<file path="src/rtl/pc_fetch_unit.sv">
// Program counter and instruction fetch sequencer over a valid/ready imem port.
// Fetches one instruction at a time, presents it to decode, and advances to nextPc on retire.
module pc_fetch_unit #(
  parameter int                ADDR_W   = 32,
  parameter int                INSTR_W  = 32,
  parameter logic [ADDR_W-1:0] RESET_PC = '0
) (
  input  logic               clk,
  input  logic               rst_n,
  input  logic [ADDR_W-1:0]  i_nextPc,
  output logic [ADDR_W-1:0]  o_pc,
  output logic [ADDR_W-1:0]  o_pcPlus4,
  output logic               o_imemReqValid,
  output logic [ADDR_W-1:0]  o_imemReqAddr,
  input  logic               i_imemReqReady,
  input  logic               i_imemRespValid,
  input  logic [INSTR_W-1:0] i_imemRespData,
  output logic [INSTR_W-1:0] o_instr,
  output logic               o_instrValid,
  input  logic               i_instrReady,
  output logic               o_fault,
  output logic [31:0]        o_fetchCount
);

  typedef enum logic [2:0] {
    ST_IDLE,
    ST_REQ,
    ST_WAIT,
    ST_HOLD,
    ST_FAULT
  } state_t;

  state_t              r_state;
  logic [ADDR_W-1:0]   r_pc;
  logic [INSTR_W-1:0]  r_instr;
  logic                r_reqValid;
  logic                r_instrValid;
  logic                r_fault;
  logic [31:0]         r_fetchCount;
  logic                w_nextAligned;

  assign w_nextAligned = (i_nextPc[1:0] == 2'b00);

  // Responses are only captured in ST_WAIT, so stray or zero-latency pulses never reach decode.
  always_ff @(posedge clk or negedge rst_n) begin
    if (!rst_n) begin
      r_state      <= ST_IDLE;
      r_pc         <= RESET_PC;
      r_instr      <= '0;
      r_reqValid   <= 1'b0;
      r_instrValid <= 1'b0;
      r_fault      <= 1'b0;
      r_fetchCount <= '0;
    end else begin
      case (r_state)
        ST_IDLE: begin
          r_state    <= ST_REQ;
          r_reqValid <= 1'b1;
        end
        ST_REQ: begin
          if (i_imemReqReady) begin
            r_state    <= ST_WAIT;
            r_reqValid <= 1'b0;
          end
        end
        ST_WAIT: begin
          if (i_imemRespValid) begin
            r_state      <= ST_HOLD;
            r_instr      <= i_imemRespData;
            r_instrValid <= 1'b1;
          end
        end
        ST_HOLD: begin
          if (i_instrReady) begin
            r_pc         <= i_nextPc;
            r_fetchCount <= r_fetchCount + 32'd1;
            r_instrValid <= 1'b0;
            // A misaligned target is kept in pc so software can see what went wrong.
            if (w_nextAligned) begin
              r_state    <= ST_REQ;
              r_reqValid <= 1'b1;
            end else begin
              r_state <= ST_FAULT;
              r_fault <= 1'b1;
            end
          end
        end
        ST_FAULT: begin
          r_reqValid   <= 1'b0;
          r_instrValid <= 1'b0;
          r_fault      <= 1'b1;
        end
        default: begin
          r_state      <= ST_IDLE;
          r_reqValid   <= 1'b0;
          r_instrValid <= 1'b0;
        end
      endcase
    end
  end

  assign o_pc           = r_pc;
  assign o_pcPlus4      = r_pc + ADDR_W'(4);
  assign o_imemReqValid = r_reqValid;
  assign o_imemReqAddr  = r_pc;
  assign o_instr        = r_instr;
  assign o_instrValid   = r_instrValid;
  assign o_fault        = r_fault;
  assign o_fetchCount   = r_fetchCount;

endmodule

</file>
<file path="config.mk">
export PLATFORM = sky130hd
export DESIGN_NAME = pc_fetch_unit
export DESIGN_NICKNAME = d
export VERILOG_FILES = /design/src/rtl/pc_fetch_unit.sv
export SDC_FILE = /design/constraint.sdc
export NUM_CORES = 1
export LEC_CHECK = 0
export BUFFER_PORTS_ARGS = -buffer_cell sky130_fd_sc_hd__buf_2
export CAP_MARGIN = 20
export CORE_ASPECT_RATIO = 0.5
export CORE_MARGIN = 10
export CORE_UTILIZATION = 50
export CTS_BUF_LIST = sky130_fd_sc_hd__clkbuf_4
export DETAILED_ROUTE_END_ITERATION = 8
export GPL_ROUTABILITY_DRIVEN = 0
export PLACE_DENSITY = 0.89
export RECOVER_POWER = 25
export SLEW_MARGIN = 30
export SYNTH_ARGS = -nofsm -noshare
export SYNTH_HDL_FRONTEND = slang
export SYNTH_SLANG_ARGS = --single-unit
</file>
<file path="constraint.sdc">
create_clock -name clk -period 3.47 [get_ports clk]
set_input_delay 0.1735 -clock clk [delete_from_list [all_inputs] [get_ports clk]]
set_output_delay 0.1735 -clock clk [all_outputs]
set_load 0.01 [all_outputs]
</file>
==> results of run 1 <==
-- per-stage QoR --
step,power (mW),setup WS [ns],hold slack [ns]
after global placement,4.09,1.35,0.360
after CTS,4.89,0.945,0.0997
after detailed placement,4.19,1.30,0.199
final,4.92,0.950,0.106
after floorplan,3.38,1.76,-0.122
after global routing,5.22,0.575,0.113
-- worst reg2reg max path: cells and delay by family, from the launching register on --
kind          cells  cell delay (ns)
flops             1             0.59
simple gates      3             1.48
xor+xnor          1             0.20
-- final cells by class --
class | instances | area [sq um]
diodes | 2 | 5.00
clock buffers | 10 | 75.1
clock inverters | 6 | 68.8
fillers | 723 | 3170
inverters | 7 | 26.3
multi-input cells | 328 | 2200
flip-flops and latches | 102 | 2550
well taps | 140 | 175
repair buffers | 300 | 1850
-- sequential cells by signal (all words and copies together) (netlist names) --
name	cells
o_imemReqAddr	32
o_imemReqValid	1
r_state	3
o_instrValid	1
o_instr	32
o_fetchCount	32
o_fault	1
-- cells by family after synthesis --
family	Yosys count	synth area share (%)
muxes	32	7.00
adders and majority gates	2	0.486
AOI/OAI and AO/OA	10	1.26
xor gates and xnor gates	59	10.0
DFF	102	49.6
and+or+nand+nor	225	23.9
buffers and inverters	59	7.77
-- worst min path at each step --
stage | startpoint | endpoint | depth (start not counted)
2_1_floorplan | rst_n | o_fault | 0
3_3_place_gp | i_nextPc[20] | o_imemReqAddr[20] | 3
3_5_place_dp | rst_n | o_imemReqAddr[10] | 1
4_1_cts | i_instrReady | o_instrValid | 4
5_1_grt | i_instrReady | o_instrValid | 4
6_report | i_instrReady | o_instrValid | 4
-- layer usage --
metal / routed length [um] / part of all wire, % / GRT usage [%] / up-vias
met4: 802 / 5.0 / 10.9 / 0
met5: 0 / 0 / 0 / -
li1: - / - / - / 2131
met2: 8580 / 53 / 38.9 / 208
met1: 5700 / 35 / 20.7 / 2201
met3: 1110 / 6.9 / 5.31 / 61
-- cell usage in the layout, fill, tap and decap left out, drive strengths merged, types with 4 or more instances in the layout --
master,count
nor2,15
inv,10
dlygate4sd3,66
and4,9
nor3,16
nand3,17
and2,6
xnor2,27
and3,12
dfrtp,102
nor4,11
mux2,32
xor2,32
buf,232
clkbuf,12
nand4,17
nand2,115
o21ai,4
-- where the power goes --
| group | switching, mW | internal [mW] | leakage [nW] |
|---|---|---|---|
| clock | 0.418 | 0.236 | 0.0831 |
| combinational | 1.20 | 0.989 | 2.30 |
| sequential | 0.478 | 1.59 | 1.29 |
==> impl_metrics.ini, run 1 <==
[run_status]
outcome = complete, but fails checks
violations = capacitance limit, slew limit

[synthesis]
synth_edf_count = 0
yosys_warnings = 0
synth_top_area_share_pct = 49.6
yosysMostFrequentCell = nand2_1
synth_nets = 560
ys_ff_latch = 102
ys.flop_type = dfrtp_1
yosysUniqueCellTypes = 42
syn_inst = 489
ys_top_cells_by_area = dfrtp_1 50%, nand2_1 8.3%, mux2_2 6.6%, buf_4 5.8%, xor2_1 5.4%
synth_top_cell_by_area = dfrtp_1
yosysSeqAreaShare_pct = 49.6
ys_top_cells_by_count = 114 x nand2_1, 102 x dfrtp_1, 40 x buf_4
avgSynthCellArea_sq_um = 10.5
syn_area_sq_um = 5150
async_reset_ff_share_pct = 100

[timing]
rsz0062_at_grt = no
timing.final.crit_share_pct = 72.6
finClkSkew_ns = 0.0354
final.min_clock_period_ns = 2.52
max_slew_margin_pct = -54.9
setup_viol = 0
worstMarginPinSlew_ns = 2.32
drv_slew = 41
timing.fmax_mhz = 397
tns_ns = 0
final-hold-violation-count = 0

[finish]
syn_to_final_growth_pct = 35.0
fin_cells = 895
drive_gt1_share_pct = 40.2
final_core_util_pct = 68.7
nets = 819
design_area_sq_um = 6950

[die]
fp.coreArea_sq_um = 10100
ioPinCount = 232
die_y_um = 91.8
die_area_sq_um = 15000
floorplan.initialDensity_pct = 50.9
num_rows = 26
fp.dieW_um = 164

[worst_setup_path]
crit_required_ns = 4.06
cp_top_family = buffers and inverters
r2r_cells = 4
cp_num_buf_inv = 3
crit_end = o_fetchCount[28]
worstReg2RegEnd = o_fetchCount[26]
worst_setup_path_end_kind = async pin
cp.depth = 3
timing.rr.start = r_state[1]
r2r_slack_ns = 1.11
critPathLaunch = rst_n
critPathKind = primary input to async pin
cp_slowest_cell = clkbuf_1
worstSetupStartpointType = primary input
crit_arrival_ns = 3.11
crit_chain = dlygate4sd3_1 > clkbuf_1 > clkbuf_2
crit_fanout = 41
slowest_delay_ns = 1.66

[clock_network]
post-cts-setup-buffers = 0
cts_buffer_depth = 2
cts_made_buffers = 9
htreeDepth = 3
clock-sinks = 102
postCtsResizedCells = 0
cts_tree = yes
path_clk_slew_ns = 0.19
ctsHoldBuffers = 66
clk_latency_ns = 0.48
cts_root_buffer = clkbuf_4

[detailed_routing]
routed_wl_mm = 16.2
first_pass_iters = 5
drc_errors = 0
drtAntennaViolNets = 0
avgViaCountPerCell = 5.14
drtIter0Drc = 251
vias = 4601
wl_per_cell_um = 18.1

[placed_design]
dp_hpwl_mm = 11.1
port_buffers = 231
place_area_sq_um = 6150
placedCellCount = 811

[flow_run]
cap_viol_max_count = 1

[grt]
grt_pass1_wl_mm = 25.5
grt_pass1_vias = 4857
antenna_found_initial = 1
overflow = 0
grt_max_degree = 42
grtUsageTotal_pct = 20.7

[power]
p_leak_nw = 3.67
power.density_nw_per_um2 = 707
vdd.ir_drop.worst_mv = 0.421

[worst_hold_path]
hp-class = primary input to flop
Note: power is estimated with default switching activity, not from simulation.
==> inputs of run 2 (changes only) <==
CORE_UTILIZATION = 49   (was 50)
PLACE_DENSITY = 0.88   (was 0.89)
clock period = 2.62 ns   (was 3.47 ns; I/O delays follow)
==> run 2 against run 1 <==
Effect of this change:
- hold slack improved by 0.0016 ns
- the flow now finishes without violations
- utilization decreased by 0.91 points
- non-clock buffer count is 2 higher
- critical endpoint is now o_pcPlus4[30]
- highest routed layer unchanged
- global-route usage is 0.48 points higher
==> impl_metrics.ini, run 2 (same netlist as run 1, synthesis figures left out) <==
[run_status]
outcome = finished clean

[detailed_routing]
vias = 4646
first_pass_iters = 4
drtAntennaViolNets = 0
wl_per_cell_um = 18.3
routed_wl_mm = 16.4
drtIter0Drc = 274
drc_errors = 0
avgViaCountPerCell = 5.19

[power]
internal_power_mw = 3.70
p_clk_share_pct = 13.1
p_sw_share_pct = 43.0
vdd.ir_drop.worst_mv = 0.409
p_leak_nw = 3.61
p_seq_share_pct = 42.2
p_switching_mw = 2.79
power_mw = 6.49
power_frac_comb_pct = 44.6
power.density_nw_per_um2 = 937

[timing]
max_slew_margin_pct = 12.5
finClkSkew_ns = 0.0216
tns_ns = 0
rsz0062_at_grt = no
final-hold-violation-count = 0
timing.fmax_mhz = 424
drv_slew = 0
setup_viol = 0
timing.final.crit_share_pct = 90.1
worstMarginPinSlew_ns = 1.31
final.min_clock_period_ns = 2.36
layout_setup_ws_ns = 0.261

[finish]
final_cell_mix = 210 x buf_2, 114 x nand2_1, 102 x dfrtp_1
diodes = 0
syn_to_final_growth_pct = 34.4
design_area_sq_um = 6930
nets = 821
final_common_cell = buf_2
fill_cells = 768
multi_input_area_sq_um = 2200
drive_gt1_share_pct = 37.9
seq_area_sq_um = 2550

[die]
fp.coreArea_sq_um = 10200
num_rows = 26
die_area_sq_um = 15300
floorplan.initialDensity_pct = 50.4
ioPinCount = 232
fp.dieW_um = 165
die_y_um = 92.5

[worst_setup_path]
worstSetupStartpointType = flop
r2r_slack_ns = 0.70
crit_fanout = 6
crit_chain = ha_1 > and2_1 > nand3_2 > nor4_2 > xor2_1 > buf_2
worst_setup_path_end_kind = primary output
cp_slowest_cell = dfrtp_1
slowest_delay_ns = 0.44
timing.rr.start = r_state[1]
crit_arrival_ns = 2.23
critPathKind = flop to primary output
crit_required_ns = 2.49
critPathLaunch = o_imemReqAddr[2]

[grt]
grt_pass1_wl_mm = 26.1
antenna_found_initial = 0
grt_max_degree = 51
overflow = 0
grt_pass1_vias = 4952
grtUsageTotal_pct = 21.2

[clock_network]
htreeDepth = 3
path_clk_slew_ns = 0.17
cts_root_buffer = clkbuf_4
post-cts-setup-buffers = 0
cts_tree = yes
clock-sinks = 102
clk_latency_ns = 0.46
cts_made_buffers = 9
cts_buffer_depth = 2

[placed_design]
post-place-ws_ns = 0.674
place_area_sq_um = 6150
dp_hpwl_mm = 11.4
port_buffers = 231

[worst_hold_path]
hp-class = primary input to flop
worstHoldStart = i_instrReady

[flow_run]
cap_viol_max_count = 0
==> run 2: path summary, 6_finish.rpt <==
path	depth (start not counted)	to
max reg2reg	4	o_fetchCount[26]
min	4	o_instrValid
min reg2reg	1	o_fetchCount[31]
min in group asynchronous	2	o_imemReqAddr[12]
max in group asynchronous	3	o_fetchCount[2]
max	6	o_pcPlus4[30]
==> run 2: power by group through the flow <==
stage	clock network (mW)	logic, mW	registers (mW)
6_report	0.853	2.90	2.74
5_1_grt	0.947	3.14	2.85
4_1_cts	0.879	2.93	2.72
3_5_place_dp	0	2.85	2.75
3_3_place_gp	0	2.78	2.68
2_1_floorplan	0	1.60	2.88
==> run 2: final cells by class <==
class	count	share of cell area (%)
multi-input cells	328	31.8
well taps	140	2.53
flip-flops and latches	102	36.9
repair buffers	302	26.4
clock buffers	10	1.08
clock inverters	6	0.994
inverters	7	0.379
==> run 2: per-layer routing <==
layer | routed length [um] | global-route usage [%]
met5 | 0 | 0
met4 | 712 | 10.3
met3 | 1130 | 5.92
met2 | 8740 | 38.6
met1 | 5790 | 22.1
==> run 2: timing repair <==
item	4_1_cts	5_1_grt
resized for setup	0	2
hold buffers	66	0
endpoints found under the hold margin	113	0
endpoints found under the setup margin	0	2
==> run 2: worst max-delay path: cells and delay by family, from the launching register on <==
kind / cells / cell delay [ns]
xor gates and xnor gates: 1 / 0.18
adders and majority gates: 1 / 0.20
buffers and inverters: 1 / 0.16
DFF: 1 / 0.44
and+or+nand+nor: 3 / 0.79
==> run 2: per-stage QoR <==
step | hold WS [ns] | util [%] | instances
after floorplan | -0.165 | - | 489
after CTS | 0.0277 | 68.1 | 895
final | 0.108 | 67.8 | 895
after global routing | 0.109 | 67.8 | 895
after detailed placement | 0.200 | 60.2 | 813
after global placement | 0.188 | 60.2 | 813
==> inputs of run 3 (changes only) <==
ABC_AREA = 1   (was unset)
CORE_UTILIZATION = 50   (was 49)
==> run 3 against run 2 <==
Effect of this change:
- die area up 4.1%
- utilization increased by 2.4 points
- largest power group unchanged
- clock power shrank 2%
- clock-buffer cell count decreased by 1
- setup slack worse by 0.0060 ns
- highest routed layer unchanged
- combinational power rose by 4%
==> impl_metrics.ini, run 3 <==
[run_status]
outcome = finished clean

[power]
vdd.ir_drop.worst_mv = 0.423
internal_power_mw = 3.51
p_sw_share_pct = 46.8
p_switching_mw = 3.08
power_frac_comb_pct = 45.8
p_clk_share_pct = 12.7
power.density_nw_per_um2 = 895
p_seq_share_pct = 41.4
p_leak_nw = 4.03

[placed_design]
port_buffers = 231
post-place-ws_ns = 0.677
dp_hpwl_mm = 13.0
place_area_sq_um = 6550
placedCellCount = 1056

[synthesis]
synth_edf_count = 0
synthSimpleGateAreaFrac_pct = 34.4
ys_ff_latch = 102
syn_area_sq_um = 5510
ys_top_cells_by_count = 314 x nand2_1, 102 x dfrtp_1, 65 x nor2_1
synth_top_area_share_pct = 46.3
synth_top_cell_by_area = dfrtp_1
synth_top_family_by_area = simple AND/OR/NAND/NOR gates
ys_top_cells_by_area = dfrtp_1 46%, nand2_1 21%, buf_4 4.8%, nor2_1 4.4%, xor2_1 4.1%
avgSynthCellArea_sq_um = 7.54
synth_nets = 802
async_reset_ff_share_pct = 100
synth-compound-area-share_pct = 2.11
ys.flop_type = dfrtp_1
synthMuxAreaShare_pct = 0
yosys_warnings = 0
yosysSeqAreaShare_pct = 46.3
yosysUniqueCellTypes = 30
yosysMostFrequentCell = nand2_1
syn_inst = 731
synthAdderAreaFrac_pct = 0.454
synth_xor_area_share_pct = 6.67

[detailed_routing]
drtAntennaViolNets = 0
vias = 5746
routed_wl_mm = 18.4
wl_per_cell_um = 16.1
first_pass_iters = 5
drc_errors = 0
avgViaCountPerCell = 5.04
drtIter0Drc = 407

[timing]
tns_ns = 0
layout_setup_ws_ns = 0.255
worstMarginPinSlew_ns = 1.12
setup_viol = 0
timing.final.crit_share_pct = 90.3
finClkSkew_ns = 0.0168
timing.fmax_mhz = 423
max_slew_margin_pct = 25.1
final-hold-violation-count = 0
final.min_clock_period_ns = 2.37
drv_slew = 0

[finish]
fin_cells = 1141
syn_to_final_growth_pct = 33.4
final_cell_mix = 314 x nand2_1, 230 x buf_2, 101 x dfrtp_1
final_common_cell = nand2_1
final_core_util_pct = 70.2
seq_area_sq_um = 2550
drive_gt1_share_pct = 26.9
design_area_sq_um = 7350
multi_input_area_sq_um = 2410
nets = 1065
fill_cells = 816

[grt]
grt_pass1_wl_mm = 29.0
overflow = 0
antenna_found_initial = 1
grt_max_degree = 82
grtUsageTotal_pct = 22.2
grt_pass1_vias = 5670

[flow_run]
cap_viol_max_count = 0

[die]
die_area_sq_um = 15900
floorplan.initialDensity_pct = 52.6
die_y_um = 94.3
fp.coreArea_sq_um = 10500
fp.dieW_um = 168
ioPinCount = 232
num_rows = 26

[worst_setup_path]
timing.rr.start = r_state[0]
crit_arrival_ns = 2.23
critPathKind = flop to primary output
worstSetupStartpointType = flop
crit_required_ns = 2.49
r2r_slack_ns = 0.64
r2r_cells = 7
worstReg2RegEnd = o_imemReqAddr[29]
crit_fanout = 8
worst_setup_path_end_kind = primary output

[clock_network]
post-cts-setup-buffers = 0
clock-sinks = 102
cts_buffer_depth = 2
htreeDepth = 3
cts_made_buffers = 9
cts_root_buffer = clkbuf_4
path_clk_slew_ns = 0.18
clk_latency_ns = 0.46
cts_tree = yes

[worst_hold_path]
hold_end = o_instrValid
hp-class = primary input to flop
hold_depth = 4
worstHoldStart = i_instrReady
-- run 3: cell types whose count changed after synthesis, moves of 8 or more --
cell     before  now
nand2_1     114  314
xnor2_1      27   16
and3_1       12    1
and4_1        8    0
mux2_2       30    0
nand3_1      15   29
inv_1         7   56
o21ai_0       4   17
nor2_1       15   65
-- run 3: power groups by stage --
stage                     logic [mW]  registers, mW  clock network (mW)
after floorplan                 1.64           2.83                   0
after global placement          2.83           2.69                   0
after detailed placement        2.90           2.71                   0
after CTS                       3.00           2.69               0.862
after global routing            3.32           2.80               0.915
final                           3.02           2.73               0.838
-- run 3: metrics by stage --
step                      total power [mW]  hold slack [ns]
after floorplan                       4.46           -0.165
after global placement                5.52           0.0344
after detailed placement              5.61           0.0365
after CTS                             6.55           0.0136
after global routing                  7.04           0.0445
final                                 6.58           0.0464
-- run 3: timing repair --
item                       CTS  global route
hold endpoints to repair   167             0
hold buffers                67             0
setup endpoints to repair    0             2
resized for setup            0             3
-- run 3: per-layer routing --
layer,share of wire [%],GRT usage (%)
met1,38,24.2
met2,52,40.7
met3,7.7,6.02
met4,2.6,8.43
met5,0,0
-- run 3: worst max-delay path by stage --
stage                startpoint                 to  slack, ns  depth (start not counted)
2_1_floorplan  o_imemReqAddr[3]      o_pcPlus4[20]       1.03                          7
3_3_place_gp         r_state[0]  o_imemReqAddr[26]       0.81                          6
4_1_cts        o_imemReqAddr[3]      o_pcPlus4[20]       0.12                          8
5_1_grt        o_imemReqAddr[3]      o_pcPlus4[20]   -0.00005                          8
3_5_place_dp   o_imemReqAddr[3]      o_pcPlus4[20]       0.68                          8
6_report       o_imemReqAddr[4]      o_pcPlus4[21]       0.25                          6
-- run 3: final cells by class --
type	instances	share of cell area (%)
Inverter	59	3.01
Antenna cell	2	0.0681
Tap cell	140	2.38
Sequential cell	102	34.7
Clock inverter	7	0.936
Multi-Input combinational cell	521	32.8
Clock buffer	9	0.919
Timing Repair Buffer	301	25.1
-- run 3: critical path, cell delays in order, from the launching register on --
cell     delay [ns]
dfrtp_1        0.56
nand3_1        0.30
nor2_2         0.27
nand3_1        0.18
nor2_1         0.16
xor2_1         0.16
buf_2          0.15
-- run 3: cells by family after synthesis --
logic type,count (synthesis)
XOR/XNOR,42
flip-flops,102
buffers and inverters,108
AO/OA/AOI/OAI,22
AND/OR/NAND/NOR,455
adder cells (fa/ha/maj),2
